--- src/rtl/bin2bcd_seq.sv ---
// Sequential binary-to-BCD converter (iterative double-dabble) with start/done handshake.
// Optional leading-zero blanking output when BIN2BCD_BLANK_EN is defined.
module bin2bcd_seq #(
    parameter int unsigned WIDTH  = 8,
    parameter int unsigned DIGITS = 3
) (
    input  logic                  clk,
    input  logic                  rst_n,
    input  logic [WIDTH-1:0]      bin,
    input  logic                  start,
    output logic                  busy,
    output logic                  done,
    output logic [4*DIGITS-1:0]   digits,
    output logic                  ovf
`ifdef BIN2BCD_BLANK_EN
    ,
    output logic [DIGITS-1:0]     blank
`endif
);

    localparam int unsigned SW     = 4 * DIGITS;
    localparam int unsigned CntW   = $clog2(WIDTH + 1);
    localparam logic [31:0] MaxVal = 32'(10 ** DIGITS - 1);

    typedef enum logic [0:0] {StIdle, StShift} state_e;

    state_e            state_q;
    logic [WIDTH-1:0]  op_q;
    logic [SW-1:0]     scratch_q;
    logic [CntW-1:0]   count_q;
    logic              ovf_pend_q;
    logic              busy_q;
    logic              done_q;
    logic [SW-1:0]     digits_q;
    logic              ovf_q;

    logic [SW-1:0]     adj;
    logic [SW-1:0]     scratch_d;
    logic              ovf_pend_d;
    logic              unused_carry;

    always_comb begin
        adj = scratch_q;
        for (int k = 0; k < int'(DIGITS); k++) begin
            if (scratch_q[4*k +: 4] >= 4'd5) begin
                adj[4*k +: 4] = scratch_q[4*k +: 4] + 4'd3;
            end
        end
        scratch_d  = {adj[SW-2:0], op_q[WIDTH-1]};
        ovf_pend_d = ({{(32-WIDTH){1'b0}}, bin} > MaxVal);
    end

    // The carry out of the top digit is dropped: on overflow only the low digits survive.
    assign unused_carry = adj[SW-1];

`ifdef BIN2BCD_BLANK_EN
    logic [DIGITS-1:0] blank_q;
    logic [DIGITS-1:0] blank_d;
    logic              lead;

    always_comb begin
        blank_d = '0;
        lead    = 1'b1;
        for (int k = int'(DIGITS) - 1; k >= 0; k--) begin
            lead       = lead & (scratch_d[4*k +: 4] == 4'd0);
            blank_d[k] = lead;
        end
        blank_d[0] = 1'b0;
    end
`endif

    always_ff @(posedge clk) begin
        if (!rst_n) begin
            state_q    <= StIdle;
            op_q       <= '0;
            scratch_q  <= '0;
            count_q    <= '0;
            ovf_pend_q <= 1'b0;
            busy_q     <= 1'b0;
            done_q     <= 1'b0;
            digits_q   <= '0;
            ovf_q      <= 1'b0;
`ifdef BIN2BCD_BLANK_EN
            blank_q    <= '0;
`endif
        end else begin
            done_q <= 1'b0;
            unique case (state_q)
                StIdle: begin
                    if (start) begin
                        op_q       <= bin;
                        scratch_q  <= '0;
                        ovf_pend_q <= ovf_pend_d;
                        count_q    <= CntW'(WIDTH);
                        busy_q     <= 1'b1;
                        state_q    <= StShift;
                    end
                end
                StShift: begin
                    op_q      <= op_q << 1;
                    scratch_q <= scratch_d;
                    count_q   <= count_q - CntW'(1);
                    if (count_q == CntW'(1)) begin
                        digits_q <= scratch_d;
                        ovf_q    <= ovf_pend_q;
                        done_q   <= 1'b1;
                        busy_q   <= 1'b0;
                        state_q  <= StIdle;
`ifdef BIN2BCD_BLANK_EN
                        blank_q  <= blank_d;
`endif
                    end
                end
                default: state_q <= StIdle;
            endcase
        end
    end

    assign busy   = busy_q;
    assign done   = done_q;
    assign digits = digits_q;
    assign ovf    = ovf_q;
`ifdef BIN2BCD_BLANK_EN
    assign blank  = blank_q;
`endif

`ifndef SYNTHESIS
    initial begin
        if (WIDTH < 4 || WIDTH > 16) $fatal(1, "bin2bcd_seq: WIDTH %0d out of range", WIDTH);
        if (DIGITS < 1 || DIGITS > 5) $fatal(1, "bin2bcd_seq: DIGITS %0d out of range", DIGITS);
    end
`endif

endmodule
--- config.mk ---
export PLATFORM = sky130hd
export DESIGN_NAME = bin2bcd_seq
export DESIGN_NICKNAME = d
export VERILOG_FILES = /design/src/rtl/bin2bcd_seq.sv
export SDC_FILE = /design/constraint.sdc
export NUM_CORES = 1
export LEC_CHECK = 0
export ABC_AREA = 1
export BUFFER_PORTS_ARGS = -buffer_cell sky130_fd_sc_hd__buf_2
export CAP_MARGIN = 20
export CELL_PAD_IN_SITES_DETAIL_PLACEMENT = 0
export CELL_PAD_IN_SITES_GLOBAL_PLACEMENT = 1
export CORE_MARGIN = 1
export CORE_UTILIZATION = 44
export DETAILED_ROUTE_END_ITERATION = 10
export HOLD_SLACK_MARGIN = 0.02
export PLACE_DENSITY = 0.93
export REMOVE_ABC_BUFFERS = 1
export SLEW_MARGIN = 20
export SYNTH_ARGS = -nofsm -noshare
export SYNTH_HDL_FRONTEND = slang
export SYNTH_SLANG_ARGS = --single-unit
--- constraint.sdc ---
create_clock -name clk -period 2.7 [get_ports clk]
set_input_delay 0.27 -clock clk [delete_from_list [all_inputs] [get_ports clk]]
set_output_delay 0.27 -clock clk [all_outputs]
set_load 0.03 [all_outputs]
==> reports/qor.txt, run 1 <==
Status - completed
Clock tree from TritonCTS - built
Worst R2R End - op_q[7]
Final estimated routing congestion in global placement - 0.811
Max-slew violation total from the final report - 0
Crit path launch type - flop
Main combinational cell family by area after synthesis - simple AND/OR/NAND/NOR gates
Synth top area share - 41.0%
Parity-gate share of the synthesized area counting xor and xnor cells - 0%
Nature of the critical path endpoint - flop
Clock period minus final worst setup slack - 1650 ps
Horiz. Die Dim - 67.8 microns
Via total after detailed routing - 1592
Port bufs - 24
Share of synthesized area spent on multiplexers - 0.525%
Maximum fanout count along the critical path - 18
Leading cell types by count after synthesis - sky130_fd_sc_hd__nand2_1, sky130_fd_sc_hd__dfxtp_1, sky130_fd_sc_hd__inv_1
Cell area after synthesis - 1910 sq um
Hold buffers post-CTS - 0
Max-capacitance violation count - 0
Count of clock tree sinks - 39
Final period util - 61.1%
Internal power - 0.000922 W
Grt met3 use - 4.17%
Peak clock frequency supported by timing - 0.606 GHz
Net switching power - 0.000282 W
Simple-gate portion of the synthesized area - 27.2%
Most utilized layer in the global route result - met2
Setup violation total in the final timing report - 0
Number of rows in the core area - 23
Distinct cells, synth - 27
Share of async-settable or async-resettable flops after synthesis - 0%
Vertical die dimension - 67.8 microns
Maximum number of pins on one net before global-route repair - 22
Worst Path Arrival - 1840 ps
Average wire per cell in the routed design - 11.0 microns
Synth-to-Final Area Change - 11.3%
Average instance area after synthesis - 7.50 sq um
Final Non-Filler Cells - 325
Fill count - 432
Vias in the first global route - 1411
Number of cells upsized or downsized after cts - 0
Full die area - 4600 sq um
WP data required - 2890 ps
Yosys warning total - 0
Gate power share - 7.9%
H-tree depth - 2
Worst-case vdd ir drop - 0.000313 V
Share of final-layout standard cells stronger than drive strength 1 - 18.5%
Antenna fix cells - 0
Pre-antenna DRT Iters - 4
TritonCTS Buffers - 5
Class of the worst hold path - in -> reg
Core footprint - 4090 sq um
Hold Startpoint - bin[0]
Number of buffers inserted to repair setup after CTS - 0
Clock insertion delay at the later pin of the skew report - 290 ps
Number of antenna violations at the first check in global routing - 0
Worst-Margin Slew - 806 ps
Top-count cell post-synth - sky130_fd_sc_hd__nand2_1
Dominant register cell in the synthesized netlist - sky130_fd_sc_hd__dfxtp_1
Met2 usage in global routing - 26.9%
Area taken by multi-input logic gates - 898 sq um
Placed cell areas - 2000 sq um
First-pass GRT wire length - 6.10 mm
Count of cells along the worst register-to-register path - 5
P per Cell Area - 568 nW/um^2
Setup repair after global routing missed its margin - no
Total congestion overflow after global routing - 0
Relative contribution of sequential cells to total power - 50.4%
Complex-gate fraction of the synthesized area - 14.0%
Met1 usage in global routing - 23.8%
Worst setup path startpoint - state_q
Post-Route WL - 3.59 mm
IO Pins - 26
Register-to-register setup slack - 1050 ps
DRC violations left - 0
Final std cell area, no fill - 2120 sq um
Min-Delay Path Depth - 3
HPWL Detailed - 2.60 mm
Cell type contributing the most total cell area after synthesis - sky130_fd_sc_hd__dfxtp_1
Classification of the worst setup path - reg -> reg
DR vias/cell - 4.90
Antenna viol nets, final - 0
Dominant cells by area after synthesis - sky130_fd_sc_hd__dfxtp_1, sky130_fd_sc_hd__nand2_1, sky130_fd_sc_hd__inv_1
Worst flop-to-flop path startpoint - state_q
Mapped Cells - 254
EDFF count, synth - 0
Clock share of power - 41.6%
Summed negative setup slack over all endpoints - 0 ps
Reg clk slew, reported paths - 70 ps
Final hold violations - 0
Final-stage net count - 293
Post-synthesis register bit count - 39
Sw Ratio - 23.4%
Synthesized-area fraction occupied by adder cells - 5.25%
Clock root buffer - sky130_fd_sc_hd__clkbuf_8
Effective utilization at floorplan - 46.6%
Combined global-route utilization of all metal layers - 17.8%
Hold path endpoint - op_q[0]
FF+latch area - 781 sq um
Max Clock Skew - 9.67 ps
CTS max path bufs - 2
Portion of the post-synthesis area used by sequential elements - 41.0%
Leakage power figure - 0.978 nW
Drt first-iter violations - 62
Layout Utilization - 51.9%
Max transition margin - 46.2%
Post-Place Cells - 317
## metal layers
layer / wire length (microns) / part of all wire [%]
met4: 65 / 1.8
met2: 1500 / 42
met3: 166 / 4.6
met1: 1850 / 52
met5: 0 / 0
## flip-flops by register name, indices dropped and copies added, names as in the netlist
name,flops
op_q,8
busy,1
state_q,1
count_q,4
digits,12
scratch_q,12
done,1
## placed cells by master (no fill, tap or decap)
cell                        synthesis  layout
sky130_fd_sc_hd__ha_1               8       8
sky130_fd_sc_hd__buf_4              6       1
sky130_fd_sc_hd__nand4_4            1       1
sky130_fd_sc_hd__bufinv_16          0       1
sky130_fd_sc_hd__o21ai_0           11      11
sky130_fd_sc_hd__nand3_1           23      23
sky130_fd_sc_hd__conb_1             1       1
sky130_fd_sc_hd__nor2_1             4       4
sky130_fd_sc_hd__o211ai_1           1       1
sky130_fd_sc_hd__nand2_2            1       1
sky130_fd_sc_hd__o21ai_2           10      10
sky130_fd_sc_hd__nand2_1           74      74
sky130_fd_sc_hd__a22oi_1            4       4
sky130_fd_sc_hd__dfxtp_1           39      39
sky130_fd_sc_hd__and3_1             1       1
sky130_fd_sc_hd__inv_1             31      31
sky130_fd_sc_hd__nor3_1             2       2
sky130_fd_sc_hd__a31oi_1            1       1
sky130_fd_sc_hd__inv_2              3       3
sky130_fd_sc_hd__a21oi_1           16      16
sky130_fd_sc_hd__nand4_1            6       6
sky130_fd_sc_hd__buf_2              2      24
sky130_fd_sc_hd__or2_1              1       1
sky130_fd_sc_hd__clkbuf_8           0       6
sky130_fd_sc_hd__mux2i_1            1       1
sky130_fd_sc_hd__clkinv_2           0       1
sky130_fd_sc_hd__nor2_4             2       2
sky130_fd_sc_hd__inv_4              1       1
## through the flow
stage	setup slack (ps)	hold WS (ps)	total power, W
2_1_floorplan	1250	368	0.000682
3_3_place_gp	1120	429	0.000716
3_5_place_dp	1070	441	0.000718
4_1_cts	1060	261	0.00122
5_1_grt	891	287	0.00126
6_report	1050	267	0.00120
## critical path, cell delays in order (launching register included)
cell	delay, ps
sky130_fd_sc_hd__dfxtp_1	850
sky130_fd_sc_hd__inv_2	220
sky130_fd_sc_hd__nand2_1	170
sky130_fd_sc_hd__o21ai_0	110
sky130_fd_sc_hd__o21ai_0	150
sky130_fd_sc_hd__inv_1	50
## area by class of cell
class                   count  area share, %
multi-input cells         168           42.4
flip-flops and latches     39           36.8
inverters                  35           6.31
repair buffers             25           6.02
clock buffers               6           3.89
well taps                  50           2.95
clock inverters             2           1.65
## power groups by stage
stage	registers [W]	logic, W	clock network, W
floorplan	0.000621	0.0000605	0
global placement	0.000620	0.0000959	0
detailed placement	0.000621	0.0000969	0
CTS	0.000607	0.0000972	0.000511
global route	0.000610	0.000110	0.000540
finish	0.000608	0.0000956	0.000501
## worst max-delay path by stage
stage                           end  slack [ps]  cells past startpoint
final                       op_q[7]        1050                      5
after floorplan           digits[3]        1250                      6
after global placement      op_q[2]        1120                      5
after global routing        op_q[7]         890                      5
after detailed placement    op_q[7]        1070                      5
after CTS                   op_q[7]        1060                      5
## cell families (layout without fill, tap and decap cells)
logic type	Yosys count	count (layout)
other	1	1
muxes	1	1
DFF	39	39
and+or+nand+nor	115	115
buffers and inverters	47	68
adders and majority gates	8	8
AOI/OAI and AO/OA	43	43
(Power assumes the default switching activity.)
==> run 2, diff against run 1 <==
--- a/config.mk
+++ b/config.mk
@@ -11,10 +11,10 @@
 export CELL_PAD_IN_SITES_DETAIL_PLACEMENT = 0
 export CELL_PAD_IN_SITES_GLOBAL_PLACEMENT = 1
 export CORE_MARGIN = 1
-export CORE_UTILIZATION = 44
+export CORE_UTILIZATION = 37
 export DETAILED_ROUTE_END_ITERATION = 10
 export HOLD_SLACK_MARGIN = 0.02
-export PLACE_DENSITY = 0.93
+export PLACE_DENSITY = 0.84
 export REMOVE_ABC_BUFFERS = 1
 export SLEW_MARGIN = 20
 export SYNTH_ARGS = -nofsm -noshare
==> constraint.sdc (replaced) <==
create_clock -name clk -period 1.49 [get_ports clk]
set_input_delay 0.149 -clock clk [delete_from_list [all_inputs] [get_ports clk]]
set_output_delay 0.149 -clock clk [all_outputs]
set_load 0.03 [all_outputs]
==> reports/qor.txt, run 2 (synthesis gave the netlist of run 1 again) <==
Slowest library cell on the worst path - sky130_fd_sc_hd__dfxtp_1
Full die area - 5440 sq um
Via total after detailed routing - 1621
Vertical die dimension - 73.8 microns
IO Pins - 26
Critical Path, Cell by Cell - inv_1 > ha_1 > nand4_4 > inv_4 > nand2_2 > inv_1 > nand2_1 > nand2_1
Leakage power figure - 0.996 nW
Maximum fanout count along the critical path - 12
Max-slew violation total from the final report - 0
Worst Path Arrival - 1520 ps
Vias in the first global route - 1501
Class of the worst hold path - in -> reg
Port bufs - 24
Total congestion overflow after global routing - 0
Number of cells upsized or downsized after cts - 0
Final hold violations - 0
Total power of the final layout - 0.00217 W
Final estimated routing congestion in global placement - 0.805
Share of final-layout standard cells stronger than drive strength 1 - 19.7%
Nature of the critical path endpoint - flop
HPWL Detailed - 2.64 mm
WP data required - 1690 ps
Effective utilization at floorplan - 39.3%
Average wire per cell in the routed design - 10.7 microns
Final period util - 88.6%
Worst-case vdd ir drop - 0.000511 V
Post-Route WL - 3.72 mm
Peak clock frequency supported by timing - 0.758 GHz
Reg clk slew, reported paths - 80 ps
CTS max path bufs - 2
First-pass GRT wire length - 6.39 mm
Setup repair after global routing missed its margin - no
Hold buffers post-CTS - 0
Crit path launch type - flop
Commonest cells after routing, fill and taps aside - sky130_fd_sc_hd__nand2_1, sky130_fd_sc_hd__dfxtp_1, sky130_fd_sc_hd__inv_1
Setup violation total in the final timing report - 0
Pre-antenna DRT Iters - 4
Max Clock Skew - 7.56 ps
Number of antenna violations at the first check in global routing - 0
Largest stage delay on the critical path - 330 ps
Final-stage net count - 297
Synth-to-Final Area Change - 13.7%
Antenna fix cells - 0
Horiz. Die Dim - 73.8 microns
Final std cell area, no fill - 2170 sq um
Number of buffers and inverters on the critical path - 3
P per Cell Area - 1000 nW/um^2
Summed negative setup slack over all endpoints - 0 ps
Status - completed
Number of buffers inserted to repair setup after CTS - 0
TritonCTS Buffers - 5
Combined global-route utilization of all metal layers - 15.4%
Clock tree from TritonCTS - built
Classification of the worst setup path - reg -> reg
Max-capacitance violation count - 0
Clock insertion delay at the later pin of the skew report - 300 ps
Drt first-iter violations - 64
Cell type group with the largest total delay on the critical path - simple AND/OR/NAND/NOR gates
Antenna viol nets, final - 0
Clock root buffer - sky130_fd_sc_hd__clkbuf_8
Maximum number of pins on one net before global-route repair - 16
Placed cell areas - 2050 sq um
DRC violations left - 0
Core footprint - 4850 sq um
Most common cell after layout, fill and taps aside - sky130_fd_sc_hd__nand2_1
Number of rows in the core area - 25
Count of clock tree sinks - 39
H-tree depth - 2
DR vias/cell - 4.68
Clock period minus final worst setup slack - 1320 ps
-- run 2: changes by cell type in the layout (fill, tap and decap cells not counted), sizes merged --
cell / change
clkbuf: -1
buf: +4
clkinv: +1
-- run 2: path summary, 6_finish.rpt --
kind,start,endpoint,slack [ps],cells past startpoint
worst max-delay path,count_q[1],digits[3],170,8
worst min-delay path,bin[0],op_q[0],120,3
worst max register to register,count_q[1],digits[3],170,8
worst min register to register,count_q[2],count_q[2],440,1
-- run 2: area by class of cell --
cell class	count	area (sq um)
Clock buffer	5	68.8
Clock inverter	3	43.8
Fill cell	505	2680
Inverter	35	134
Multi-Input combinational cell	168	898
Sequential cell	39	781
Tap cell	67	83.8
Timing Repair Buffer	29	158
-- run 2: per-layer routing --
layer	share of wire, %	track usage, %	vias to the layer above
met3	4.8	3.57	8
met4	1.6	5.77	0
met5	0	0	-
li1	-	-	866
met2	46	25.7	40
met1	48	19.2	707
-- run 2: metrics by stage --
step / hold slack, ps / instances / worst slack (ps) / utilization, %
after CTS: 132 / 346 / 155 / 44.7
after global placement: 426 / 338 / 185 / 42.4
after global routing: 133 / 346 / 6.57 / 44.7
final: 124 / 346 / 170 / 44.7
after floorplan: 247 / 242 / 39.8 / -
after detailed placement: 433 / 338 / 154 / 42.4
-- run 2: worst reg2reg max path: stages, from the launching register on --
cell and delay (ps):
sky130_fd_sc_hd__dfxtp_1 330, sky130_fd_sc_hd__inv_1 60, sky130_fd_sc_hd__ha_1 210, sky130_fd_sc_hd__nand4_4 110
sky130_fd_sc_hd__inv_4 50, sky130_fd_sc_hd__nand2_2 270, sky130_fd_sc_hd__inv_1 100, sky130_fd_sc_hd__nand2_1 70
sky130_fd_sc_hd__nand2_1 40
-- run 2: where the power goes --
part	internal (W)	switching, W
registers	0.00107	0.0000200
logic	0.0000634	0.000126
clock network	0.000499	0.000392
total	0.00163	0.000538
